File: src/rtl/spi_txn_sequencer_pkg.sv
// spi_txn_sequencer_pkg: shared constants, state encoding and burst-length helper for the SPI transaction sequencer
package spi_txn_sequencer_pkg;
  localparam logic [7:0] WR_OPCODE = 8'h0A;
  localparam logic [7:0] RD_OPCODE = 8'h0B;
  localparam int LEN_W = 4;
  localparam int TMR_W = 11;
  localparam logic [LEN_W-1:0] MAX_LEN = 4'd8;
  localparam int CS_SETUP_CYC = 4;
  localparam int CS_HOLD_CYC = 4;
  localparam int GAP_CYC = 8;
  localparam int TIMEOUT_CYC = 1024;
  localparam logic [TMR_W-1:0] SETUP_LD = TMR_W'(CS_SETUP_CYC - 2);
  localparam logic [TMR_W-1:0] HOLD_LD = TMR_W'(CS_HOLD_CYC - 1);
  localparam logic [TMR_W-1:0] GAP_LD = TMR_W'(GAP_CYC - 1);
  localparam logic [TMR_W-1:0] TIMEOUT_LD = TMR_W'(TIMEOUT_CYC - 1);
  typedef enum logic [2:0] {IDLE, SETUP, OPC, ADDR, DATA, HOLD, GAP} state_t;
  function automatic logic [LEN_W-1:0] eff_len(input logic rw, input logic [LEN_W-1:0] len);
    return (!rw || len == '0) ? LEN_W'(1) : (len > MAX_LEN) ? MAX_LEN : len;
  endfunction
endpackage

File: src/rtl/spi_txn_sequencer_if.sv
// spi_txn_sequencer_if: command, byte-engine and read-stream signals; master = sequencer side, slave = host/engine side
interface spi_txn_sequencer_if;
  import spi_txn_sequencer_pkg::*;
  logic cmd_valid, cmd_ready, cmd_rw;
  logic [7:0] cmd_addr, cmd_wdata;
  logic [LEN_W-1:0] cmd_len;
  logic byte_ready, byte_start, byte_done;
  logic [7:0] byte_tx, byte_rx;
  logic cs_n, rd_valid, txn_done, txn_err;
  logic [7:0] rd_data;
  logic [LEN_W-1:0] rd_idx;
  modport master (
    input cmd_valid, cmd_rw, cmd_addr, cmd_wdata, cmd_len, byte_ready, byte_done, byte_rx,
    output cmd_ready, byte_start, byte_tx, cs_n, rd_valid, rd_data, rd_idx, txn_done, txn_err
  );
  modport slave (
    output cmd_valid, cmd_rw, cmd_addr, cmd_wdata, cmd_len, byte_ready, byte_done, byte_rx,
    input cmd_ready, byte_start, byte_tx, cs_n, rd_valid, rd_data, rd_idx, txn_done, txn_err
  );
endinterface

File: src/rtl/spi_txn_sequencer_cycle_timer.sv
// spi_cycle_timer: loadable down-counter saturating at zero (clk, rst active-low, load/val, en -> zero)
module spi_cycle_timer
  import spi_txn_sequencer_pkg::*;
(
  input  logic             clk,
  input  logic             rst,
  input  logic             load,
  input  logic [TMR_W-1:0] val,
  input  logic             en,
  output logic             zero
);
  logic [TMR_W-1:0] cnt_q, cnt_d;
  always_comb cnt_d = load ? val : (en && !zero) ? cnt_q - 1'b1 : cnt_q;
  always_ff @(posedge clk) cnt_q <= !rst ? '0 : cnt_d;
  assign zero = cnt_q == '0;
endmodule

File: src/rtl/spi_txn_sequencer.sv
// spi_txn_sequencer: turns write/burst-read commands into cs_n-framed SPI byte sequences (clk, rst active-low, bus.master)
module spi_txn_sequencer
  import spi_txn_sequencer_pkg::*;
(
  input logic                 clk,
  input logic                 rst,
  spi_txn_sequencer_if.master bus
);
  state_t state_q, state_d;
  logic wait_q, wait_d, rw_q, rw_d, byte_start_q, byte_start_d, cs_n_q, cs_n_d;
  logic rd_valid_q, rd_valid_d, txn_done_q, txn_done_d, txn_err_q, txn_err_d;
  logic [7:0] addr_q, addr_d, wdata_q, wdata_d, byte_tx_q, byte_tx_d, rd_data_q, rd_data_d;
  logic [LEN_W-1:0] len_q, len_d, idx_q, idx_d, rd_idx_q, rd_idx_d;
  logic tmr_load, tmr_en, tmr_zero, last;
  logic [TMR_W-1:0] tmr_val;
  spi_cycle_timer u_timer (.clk(clk), .rst(rst), .load(tmr_load), .val(tmr_val), .en(tmr_en), .zero(tmr_zero));
  assign last = state_q == DATA && idx_q == len_q - 1'b1;
  always_comb begin
    state_d = state_q;
    wait_d = wait_q;
    rw_d = rw_q;
    addr_d = addr_q;
    wdata_d = wdata_q;
    len_d = len_q;
    idx_d = idx_q;
    byte_tx_d = byte_tx_q;
    rd_data_d = rd_data_q;
    rd_idx_d = rd_idx_q;
    cs_n_d = cs_n_q;
    byte_start_d = 1'b0;
    rd_valid_d = 1'b0;
    txn_done_d = 1'b0;
    txn_err_d = 1'b0;
    tmr_load = 1'b0;
    tmr_val = GAP_LD;
    tmr_en = state_q != IDLE;
    case (state_q)
      IDLE: if (bus.cmd_valid) begin
        rw_d = bus.cmd_rw;
        addr_d = bus.cmd_addr;
        wdata_d = bus.cmd_wdata;
        len_d = eff_len(bus.cmd_rw, bus.cmd_len);
        cs_n_d = 1'b0;
        tmr_load = 1'b1;
        tmr_val = SETUP_LD;
        state_d = SETUP;
      end
      SETUP: state_d = tmr_zero ? OPC : SETUP;
      OPC, ADDR, DATA: begin
        if (!wait_q) begin
          if (bus.byte_ready) begin
            byte_start_d = 1'b1;
            wait_d = 1'b1;
            tmr_load = 1'b1;
            tmr_val = TIMEOUT_LD;
            byte_tx_d = state_q == OPC ? (rw_q ? RD_OPCODE : WR_OPCODE) : state_q == ADDR ? addr_q : rw_q ? 8'h00 : wdata_q;
          end
        end else if (bus.byte_done) begin
          wait_d = 1'b0;
          state_d = state_q == OPC ? ADDR : state_q == ADDR ? DATA : last ? HOLD : DATA;
          idx_d = state_q == DATA ? idx_q + 1'b1 : '0;
          tmr_load = last;
          tmr_val = HOLD_LD;
          rd_valid_d = state_q == DATA && rw_q;
          rd_data_d = rd_valid_d ? bus.byte_rx : rd_data_q;
          rd_idx_d = rd_valid_d ? idx_q : rd_idx_q;
        end else if (tmr_zero) begin
          wait_d = 1'b0;
          cs_n_d = 1'b1;
          txn_done_d = 1'b1;
          txn_err_d = 1'b1;
          tmr_load = 1'b1;
          state_d = GAP;
        end
      end
      HOLD: if (tmr_zero) begin
        cs_n_d = 1'b1;
        txn_done_d = 1'b1;
        tmr_load = 1'b1;
        state_d = GAP;
      end
      GAP: state_d = tmr_zero ? IDLE : GAP;
      default: state_d = IDLE;
    endcase
  end
  always_ff @(posedge clk) begin
    if (!rst) begin
      state_q <= IDLE;
      wait_q <= 1'b0;
      rw_q <= 1'b0;
      addr_q <= '0;
      wdata_q <= '0;
      len_q <= '0;
      idx_q <= '0;
      byte_tx_q <= '0;
      rd_data_q <= '0;
      rd_idx_q <= '0;
      cs_n_q <= 1'b1;
      byte_start_q <= 1'b0;
      rd_valid_q <= 1'b0;
      txn_done_q <= 1'b0;
      txn_err_q <= 1'b0;
    end else begin
      state_q <= state_d;
      wait_q <= wait_d;
      rw_q <= rw_d;
      addr_q <= addr_d;
      wdata_q <= wdata_d;
      len_q <= len_d;
      idx_q <= idx_d;
      byte_tx_q <= byte_tx_d;
      rd_data_q <= rd_data_d;
      rd_idx_q <= rd_idx_d;
      cs_n_q <= cs_n_d;
      byte_start_q <= byte_start_d;
      rd_valid_q <= rd_valid_d;
      txn_done_q <= txn_done_d;
      txn_err_q <= txn_err_d;
    end
  end
  assign bus.cmd_ready = state_q == IDLE;
  assign bus.byte_start = byte_start_q;
  assign bus.byte_tx = byte_tx_q;
  assign bus.cs_n = cs_n_q;
  assign bus.rd_valid = rd_valid_q;
  assign bus.rd_data = rd_data_q;
  assign bus.rd_idx = rd_idx_q;
  assign bus.txn_done = txn_done_q;
  assign bus.txn_err = txn_err_q;
endmodule

File: src/flat_wrapper.sv
// flat-port wrapper written by rule: the top's interface ports become plain ports
module spi_txn_sequencer_flat import spi_txn_sequencer_pkg::*;
  (clk, rst, bus_cmd_valid, bus_cmd_rw, bus_cmd_addr, bus_cmd_wdata, bus_cmd_len, bus_byte_ready, bus_byte_done, bus_byte_rx, bus_cmd_ready, bus_byte_start, bus_byte_tx, bus_cs_n, bus_rd_valid, bus_rd_data, bus_rd_idx, bus_txn_done, bus_txn_err);
  spi_txn_sequencer_if bus_i ();
  input logic clk;
  input logic rst;
  input wire logic [$bits(bus_i.cmd_valid)-1:0] bus_cmd_valid;
  input wire logic [$bits(bus_i.cmd_rw)-1:0] bus_cmd_rw;
  input wire logic [$bits(bus_i.cmd_addr)-1:0] bus_cmd_addr;
  input wire logic [$bits(bus_i.cmd_wdata)-1:0] bus_cmd_wdata;
  input wire logic [$bits(bus_i.cmd_len)-1:0] bus_cmd_len;
  input wire logic [$bits(bus_i.byte_ready)-1:0] bus_byte_ready;
  input wire logic [$bits(bus_i.byte_done)-1:0] bus_byte_done;
  input wire logic [$bits(bus_i.byte_rx)-1:0] bus_byte_rx;
  output wire logic [$bits(bus_i.cmd_ready)-1:0] bus_cmd_ready;
  output wire logic [$bits(bus_i.byte_start)-1:0] bus_byte_start;
  output wire logic [$bits(bus_i.byte_tx)-1:0] bus_byte_tx;
  output wire logic [$bits(bus_i.cs_n)-1:0] bus_cs_n;
  output wire logic [$bits(bus_i.rd_valid)-1:0] bus_rd_valid;
  output wire logic [$bits(bus_i.rd_data)-1:0] bus_rd_data;
  output wire logic [$bits(bus_i.rd_idx)-1:0] bus_rd_idx;
  output wire logic [$bits(bus_i.txn_done)-1:0] bus_txn_done;
  output wire logic [$bits(bus_i.txn_err)-1:0] bus_txn_err;
  assign bus_i.cmd_valid = bus_cmd_valid;
  assign bus_i.cmd_rw = bus_cmd_rw;
  assign bus_i.cmd_addr = bus_cmd_addr;
  assign bus_i.cmd_wdata = bus_cmd_wdata;
  assign bus_i.cmd_len = bus_cmd_len;
  assign bus_i.byte_ready = bus_byte_ready;
  assign bus_i.byte_done = bus_byte_done;
  assign bus_i.byte_rx = bus_byte_rx;
  assign bus_cmd_ready = bus_i.cmd_ready;
  assign bus_byte_start = bus_i.byte_start;
  assign bus_byte_tx = bus_i.byte_tx;
  assign bus_cs_n = bus_i.cs_n;
  assign bus_rd_valid = bus_i.rd_valid;
  assign bus_rd_data = bus_i.rd_data;
  assign bus_rd_idx = bus_i.rd_idx;
  assign bus_txn_done = bus_i.txn_done;
  assign bus_txn_err = bus_i.txn_err;
  spi_txn_sequencer u_core (.clk(clk), .rst(rst), .bus(bus_i));
endmodule
File: config.mk
export PLATFORM = sky130hd
export DESIGN_NAME = spi_txn_sequencer_flat
export DESIGN_NICKNAME = d
export VERILOG_FILES = /design/src/rtl/spi_txn_sequencer_pkg.sv /design/src/rtl/spi_txn_sequencer_if.sv /design/src/rtl/spi_txn_sequencer_cycle_timer.sv /design/src/rtl/spi_txn_sequencer.sv /design/src/flat_wrapper.sv
export SDC_FILE = /design/constraint.sdc
export NUM_CORES = 1
export LEC_CHECK = 0
export CORE_MARGIN = 4
export CORE_UTILIZATION = 35
export CTS_CLUSTER_DIAMETER = 40
export DETAILED_ROUTE_END_ITERATION = 10
export PLACE_DENSITY = 0.7
export SLEW_MARGIN = 10
export SYNTH_ARGS = -nofsm -noshare
export SYNTH_HDL_FRONTEND = slang
export SYNTH_SLANG_ARGS = --single-unit
File: constraint.sdc
create_clock -name clk -period 2.3 [get_ports clk]
set_clock_uncertainty 0.15 [all_clocks]
set_input_delay 0.23 -clock clk [delete_from_list [all_inputs] [get_ports clk]]
set_output_delay 0.23 -clock clk [all_outputs]
set_load 0.01 [all_outputs]
==> results by group, run 1 <==
Worst setup path
  • CP endpoint: u_core.state_q[2]$_SDFFE_PN0P_
  • Slowest cell on crit path: or4b_4
  • Crit-path cells: inv_2 -> ha_4 -> or4b_4 -> buf_6 -> nor4_4 -> buf_4 -> o21ai_0 -> a22oi_1 -> o32ai_1
  • Crit path depth: 9
  • Max incr delay on CP: ~0.46 ns
  • Worst Path Arrival: between 2 and 2.5 ns
  • R2r setup slk: ~0.021 ns
  • CP Launch Type: register
  • Crit path buf inv count: 3
  • Reg2Reg Depth: 9
  • Worst Path Max Fanout: 7
  • Reg2Reg Launch Point: u_core.u_timer.cnt_q[1]$_SDFFE_PN0P_
  • Crit path kind: register to register
  • R2r endpoint: u_core.state_q[2]$_SDFFE_PN0P_
  • Setup crit end kind: register
  • CP startpoint: u_core.u_timer.cnt_q[1]$_SDFFE_PN0P_
  • Delay-heaviest family, CP: simple AND/OR/NAND/NOR gates
  • WP data required: around 2.4 ns

Timing
  • Maximum clock frequency: 438.8 MHz
  • RSZ-0062 raised after global routing: true
  • Worst setup margin: approximately 0.021 ns
  • Fin. Hold Viols: 0
  • Rel. slew slack: 55.55%
  • Tmin final: ~2.3 ns
  • Hold_ws: approximately 0.29 ns
  • Setup Viol. Count Final: 0
  • Pin slew with the least headroom to its limit: around 0.66 ns
  • Setup TNS: 0 ns
  • Fin crit share: 99.09%
  • Final Max Slew Viols: 0

Route
  • Mean routed wirelength per cell: around 14 µm
  • DR iter-0 viols: a little under 200
  • # DRC: 0
  • Final wirelength: 7957 µm
  • Total number of vias: just under 3000
  • Vias per cell: between 5 and 6
  • Post-route ant nets: 0
  • Drt pass-1 iters: 5

Yosys
  • Post-synth ARST share: 0%
  • Average size of a mapped cell: between 7 and 8 µm²
  • Sequential area share after synthesis: a little over two fifths
  • Synth Cell Area: ~0.0030 mm²
  • Syn nets: ~430
  • Top_reg_cell synth: dfxtp_1
  • YS warnings: 0
  • Synth cell types: 50
  • Synth Instances: between 300 and 400
  • Number of synthesized flops with an enable pin: 0
  • Yosys reg bits: 65

Clocking
  • CTS max path bufs: 2
  • Clk root buf: clkbuf_8
  • TritonCTS clock tree: done
  • Inserted Clock Buffers: 9
  • Hold_buf cts: 0
  • H-tree Lvls: 3
  • Clk sinks: 65
  • Register clock-pin slew on the reported worst setup and hold paths: 0.07 ns
  • Skew-Pair Late Insertion Delay: around 0.34 ns

Final layout
  • Most frequent cells in the layout: nand2_1 (73), dfxtp_1 (62), clkdlybuf4s50_1 (59)
  • Post-layout nets: approximately 500
  • Finished Cell Area: a little over 0.004 mm²
  • Total of fill cells in the finished design: between 800 and 900
  • P&R area growth vs syn: 34.66%
  • Ant diodes: 0
  • Most common cell after layout, fill and taps aside: nand2_1
  • Share of cells above drive strength 1: approximately 13%

Placement
  • Place WS: between 0.07 and 0.08 ns
  • Dpl cell area: about 0.0039 mm²
  • Port Buffer Count: slightly below 60
  • Gp weighted congestion: about 0.91
  • Detailed Place HPWL: 5526 µm

Floorplanning
  • Die Span X: between 100 and 150 µm
  • Core Box Area: roughly 0.0083 mm²
  • Die Footprint: 0.01026 mm²
  • # rows: 33
  • Initial core utilization: a little over a third
  • Die height: 101.3 µm
  • Top Ports: 60

Power
  • Worst IR Drop VDD: between 0.5 and 0.6 mV
  • Static leakage: ~1.4 nW
  • Power Dens Cells: between 1000 and 1500 mW/mm²

Global route
  • Largest net degree at the start of global routing: 35
  • Gr ovfl total: 0
  • GRT Total Usage: between 10% and 20%
  • Initial antenna violation count: 0
  • First-pass GRT wire length: roughly 13000 µm
  • Vias in the first global route: around 2700

Run
  • Maxcap violations: 0

Status
  • Run status: complete, no violations

Hold path
  • Hold Path Class: input port to register
==> kinds of logic (layout without fill, tap and decap cells) <==
logic type	after synthesis	count (layout)	share of synthesized area (%)
XOR/XNOR	7	7	2.505
AND/OR/NAND/NOR	174	174	27.35
adder cells (fa/ha/maj)	3	3	1.232
buffers and inverters	41	114	5.544
AO/OA/AOI/OAI	95	95	19.01
multiplexers	5	5	1.643
flip-flops	65	65	42.71
==> worst min-delay path by stage <==
stage,from,cells after the start,slack (ns),end
after detailed placement,u_core.bus.rd_data[6]$_SDFFE_PN0P_,2,0.30,u_core.bus.rd_data[6]$_SDFFE_PN0P_
after floorplan,bus_cmd_addr[1],2,0.22,u_core.addr_q[1]$_SDFFE_PN0P_
after global placement,u_core.addr_q[3]$_SDFFE_PN0P_,2,0.29,u_core.addr_q[3]$_SDFFE_PN0P_
final,bus_cmd_wdata[0],3,0.29,u_core.wdata_q[0]$_SDFFE_PN0P_
after global routing,bus_cmd_addr[5],3,0.28,u_core.addr_q[5]$_SDFFE_PN0P_
after CTS,bus_cmd_addr[5],3,0.27,u_core.addr_q[5]$_SDFFE_PN0P_
==> worst min-delay path, delay by kind of cell <==
family          cells  cell delay (ns)
simple gates        1             0.05
compound gates      1             0.05
buf+inv             1             0.39
==> layer usage <==
metal | wire, µm | vias up | GRT usage [%] | part of all wire (%)
met5 | 0 | - | 0 | 0
met4 | 123 | 0 | 5.624 | 1.5
met3 | 446 | 9 | 3.788 | 5.6
met2 | 3694 | 99 | 24.50 | 46
met1 | 3692 | 1341 | 21.08 | 46
li1 | - | 1499 | - | -
==> flip-flops by register name, indices dropped and copies added, names as in the netlist <==
signal / count
u_core.state_q: 3
u_core.bus.txn_err: 1
u_core.bus.byte_tx: 8
u_core.len_q: 4
u_core.bus.rd_data: 8
u_core.u_timer.cnt_q: 11
u_core.bus.byte_start: 1
u_core.wdata_q: 8
u_core.idx_q: 4
u_core.bus.rd_idx: 4
u_core.bus.cs_n: 1
u_core.wait_q: 1
u_core.addr_q: 8
u_core.bus.txn_done: 1
u_core.rw_q: 1
u_core.bus.rd_valid: 1
==> final cells by class <==
class                           instances  area [µm²]  area share, %
Clock buffer                           13       158.9          3.873
Clock inverter                          2       37.54         0.9149
Inverter                               16       61.31          1.494
Multi-Input combinational cell        284        1634          39.83
Sequential cell                        65        1305          31.81
Tap cell                              105       131.4          3.202
Timing Repair Buffer                   83       774.5          18.88
==> cells in the mapped netlist (2+ instances only) <==
master,instances,area share (%)
nand2_1,73,9.0
and2_1,3,0.62
o21ai_0,17,2.8
nand2b_1,5,1.0
a211oi_1,7,1.7
buf_6,2,0.74
a21oi_1,45,7.4
o31ai_1,2,0.49
nand4_1,4,0.82
a31oi_1,2,0.41
xor2_1,2,0.58
nor3b_1,2,0.49
mux2i_1,5,1.6
or3_1,2,0.41
nor2b_1,4,0.82
or4_1,4,0.99
dfxtp_1,65,43
clkbuf_1,23,2.8
a311oi_1,5,1.4
nor3_1,11,1.8
nor2_1,33,4.1
xnor2_1,4,1.1
o21ai_1,2,0.33
o21a_1,2,0.49
nand3b_1,5,1.2
ha_1,3,1.2
o311ai_0,2,0.58
a221oi_1,2,0.58
inv_1,14,1.7
nand3_1,20,3.3
==> repair_timing <==
item,in CTS,in global routing
setup endpoints to repair,1,9
pin swaps,0,2
buffers inserted,0,2
endpoints found under the hold margin,0,0
gates resized for setup,2,6
==> through the flow <==
step	power (mW)	utilization (%)	std cells
final	4.683	49.19	568
after global routing	5.009	49.19	568
after CTS	4.610	48.72	566
after detailed placement	3.608	46.29	551
after global placement	3.558	46.29	551
after floorplan	3.001	-	390
==> power breakdown <==
group	switching (mW)	internal [mW]	total, mW
Clock	0.419	0.555	0.974
Combinational	1.17	0.999	2.16
Sequential	0.209	1.34	1.54
Total	1.79	2.89	4.68
(Power assumes the default switching activity.)
==> run 2, diff against run 1 <==
Settings changed: CAP_MARGIN set to 20, TNS_END_PERCENT set to 1.
==> run 2 against run 1 <==
Against the previous run:
- utilization hardly changed
- hold slack worse by 0.022 ns
- cell area hardly changed
- final cell count is 0.18% higher
- clock power hardly changed
- largest cell class unchanged
- setup slack better by 0.020 ns
- count of clock-buffer cells in the layout is 4 lower
- critical path depth is 2 lower
- power is 0.57% lower
- register-to-register slack better by 0.02 ns
- maximum frequency is 0.91% higher
==> results by group, run 2 (synthesis gave the netlist of run 1 again) <==
Floorplanning
  • Top Ports: 60
  • # rows: 33
  • Die height: 101.3 µm
  • Initial core utilization: between 30% and 40%
  • Die Span X: 101.3 µm
  • Core Box Area: around 0.0083 mm²
  • Die Footprint: approximately 0.01 mm²

Clocking
  • Clk root buf: clkbuf_8
  • Register clock-pin slew on the reported worst setup and hold paths: 0.08 ns
  • Post-CTS setup buffers: 0
  • Skew-Pair Late Insertion Delay: about 0.35 ns
  • CTS max path bufs: 2
  • Hold_buf cts: 0
  • Inserted Clock Buffers: 9
  • H-tree Lvls: 3
  • TritonCTS clock tree: done
  • Clk sinks: 65

Timing
  • RSZ-0062 raised after global routing: true
  • Setup TNS: 0 ns
  • Hold_ws: about 0.26 ns
  • Setup Viol. Count Final: 0
  • Rel. slew slack: 62.44%
  • Worst setup margin: 0.04150 ns
  • Final Max Slew Viols: 0
  • Pin slew with the least headroom to its limit: around 0.56 ns
  • Maximum clock frequency: around 440 MHz
  • Fin crit share: a little over nine tenths
  • Fin. Hold Viols: 0
  • Tmin final: around 2.3 ns

Worst setup path
  • Reg2Reg Depth: 7
  • Worst Path Arrival: roughly 2.3 ns
  • WP data required: approximately 2.4 ns
  • R2r setup slk: 0.04 ns
  • Slowest cell on crit path: or4_4
  • R2r endpoint: u_core.u_timer.cnt_q[5]$_SDFFE_PN0P_
  • Worst Path Max Fanout: 7
  • Crit path kind: register to register
  • Max incr delay on CP: about 0.53 ns
  • CP Launch Type: register
  • Setup crit end kind: register
  • Crit-path cells: inv_2 -> ha_4 -> or4b_4 -> or4_4 -> nand2_1 -> and4_4 -> a211oi_1
  • Reg2Reg Launch Point: u_core.u_timer.cnt_q[1]$_SDFFE_PN0P_

Global route
  • Initial antenna violation count: 0
  • First-pass GRT wire length: between 10000 and 15000 µm
  • Vias in the first global route: around 2900
  • GRT Total Usage: between 15 and 20%
  • Gr ovfl total: 0
  • Largest net degree at the start of global routing: 33

Final layout
  • Most common cell after layout, fill and taps aside: nand2_1
  • Most frequent cells in the layout: nand2_1 (73), dfxtp_1 (61), clkdlybuf4s50_1 (59)
  • Most flops, register: u_core.u_timer.cnt_q
  • Number of flip-flops in the largest register: 11
  • Share of cells above drive strength 1: 13.58%
  • Finished Cell Area: roughly 0.004 mm²
  • P&R area growth vs syn: 34.54%
  • Final core utilization: 49.14%
  • Post-layout nets: between 400 and 500
  • Ant diodes: 0
  • Total of fill cells in the finished design: 829

Hold path
  • Hold Path End: u_core.wdata_q[6]$_SDFFE_PN0P_
  • Hold Path Class: input port to register
  • Hold path depth: 3
  • Hold Path Origin: bus_cmd_wdata[6]

Power
  • Power Dens Cells: around 1100 mW/mm²
  • Static leakage: approximately 1.4 nW
  • Worst IR Drop VDD: 0.3781 mV

Run
  • Maxcap violations: 0

Placement
  • Place WS: a little over 0.07 ns
  • Gp weighted congestion: 0.8799
  • Detailed Place HPWL: between 5000 and 6000 µm
  • Port Buffer Count: 59
  • Dpl cell area: 0.003889 mm²

Route
  • Final wirelength: ~8000 µm
  • Vias per cell: around 5.2
  • Post-route ant nets: 0
  • Mean routed wirelength per cell: roughly 14 µm
  • # DRC: 0
  • DR iter-0 viols: ~210
  • Drt pass-1 iters: 4
  • Total number of vias: 2986

Status
  • Run status: complete, no violations
run 2: cell type report:
type | instances | area, µm² | share of cell area (%)
inverter | 16 | 61.31 | 1.496
clock buffer | 9 | 123.9 | 3.022
tap | 105 | 131.4 | 3.205
clock inverter | 7 | 71.32 | 1.740
multi-input combinational | 284 | 1622 | 39.56
timing repair buffer | 83 | 783.3 | 19.11
sequential | 65 | 1306 | 31.87
run 2: critical path: cells and delay by family (launching register included):
family                     cells  cell delay [ns]
buffers and inverters          1             0.07
AOI/OAI and AO/OA              1             0.09
DFF                            1             0.33
and+or+nand+nor                4             1.35
adders and majority gates      1             0.13
run 2: what timing repair did:
action / 4_1_cts / 5_1_grt
gates resized for setup: 3 / 4
setup endpoints to repair: 1 / 11
endpoints found under the hold margin: 0 / 0
pin swaps: 0 / 1
run 2: per-stage QoR:
stage               cells  power (mW)
global route          569       5.011
CTS                   569       4.651
floorplan             390       3.001
finish                569       4.656
global placement      553       3.612
detailed placement    553       3.655
run 2: worst max-delay path by stage:
stage                                          from                                   end  cells past startpoint
5_1_grt        u_core.u_timer.cnt_q[0]$_SDFFE_PN0P_  u_core.u_timer.cnt_q[8]$_SDFFE_PN0P_                      8
3_5_place_dp   u_core.u_timer.cnt_q[1]$_SDFFE_PN0P_  u_core.u_timer.cnt_q[5]$_SDFFE_PN0P_                      7
3_3_place_gp   u_core.u_timer.cnt_q[1]$_SDFFE_PN0P_  u_core.u_timer.cnt_q[8]$_SDFFE_PN0P_                      7
4_1_cts              u_core.state_q[0]$_SDFFE_PN0P_                         bus_cmd_ready                      3
6_report       u_core.u_timer.cnt_q[1]$_SDFFE_PN0P_  u_core.u_timer.cnt_q[5]$_SDFFE_PN0P_                      7
2_1_floorplan  u_core.u_timer.cnt_q[1]$_SDFFE_PN0P_  u_core.u_timer.cnt_q[4]$_SDFFE_PN0P_                      9
run 2: power breakdown:
group	total [mW]	leakage [nW]	internal [mW]	switching, mW
logic	2.15	0.793	0.986	1.16
clock network	0.974	0.0912	0.497	0.477
registers	1.54	0.530	1.34	0.200
run 2: routing by layer:
| metal | global-route usage [%] | share of wire (%) | up-vias |
|---|---|---|---|
| li1 | - | - | 1504 |
| met1 | 21.69 | 46 | 1386 |
| met2 | 27.06 | 47 | 83 |
| met3 | 3.857 | 5.4 | 13 |
| met4 | 7.771 | 2.0 | 0 |
| met5 | 0 | 0 | - |
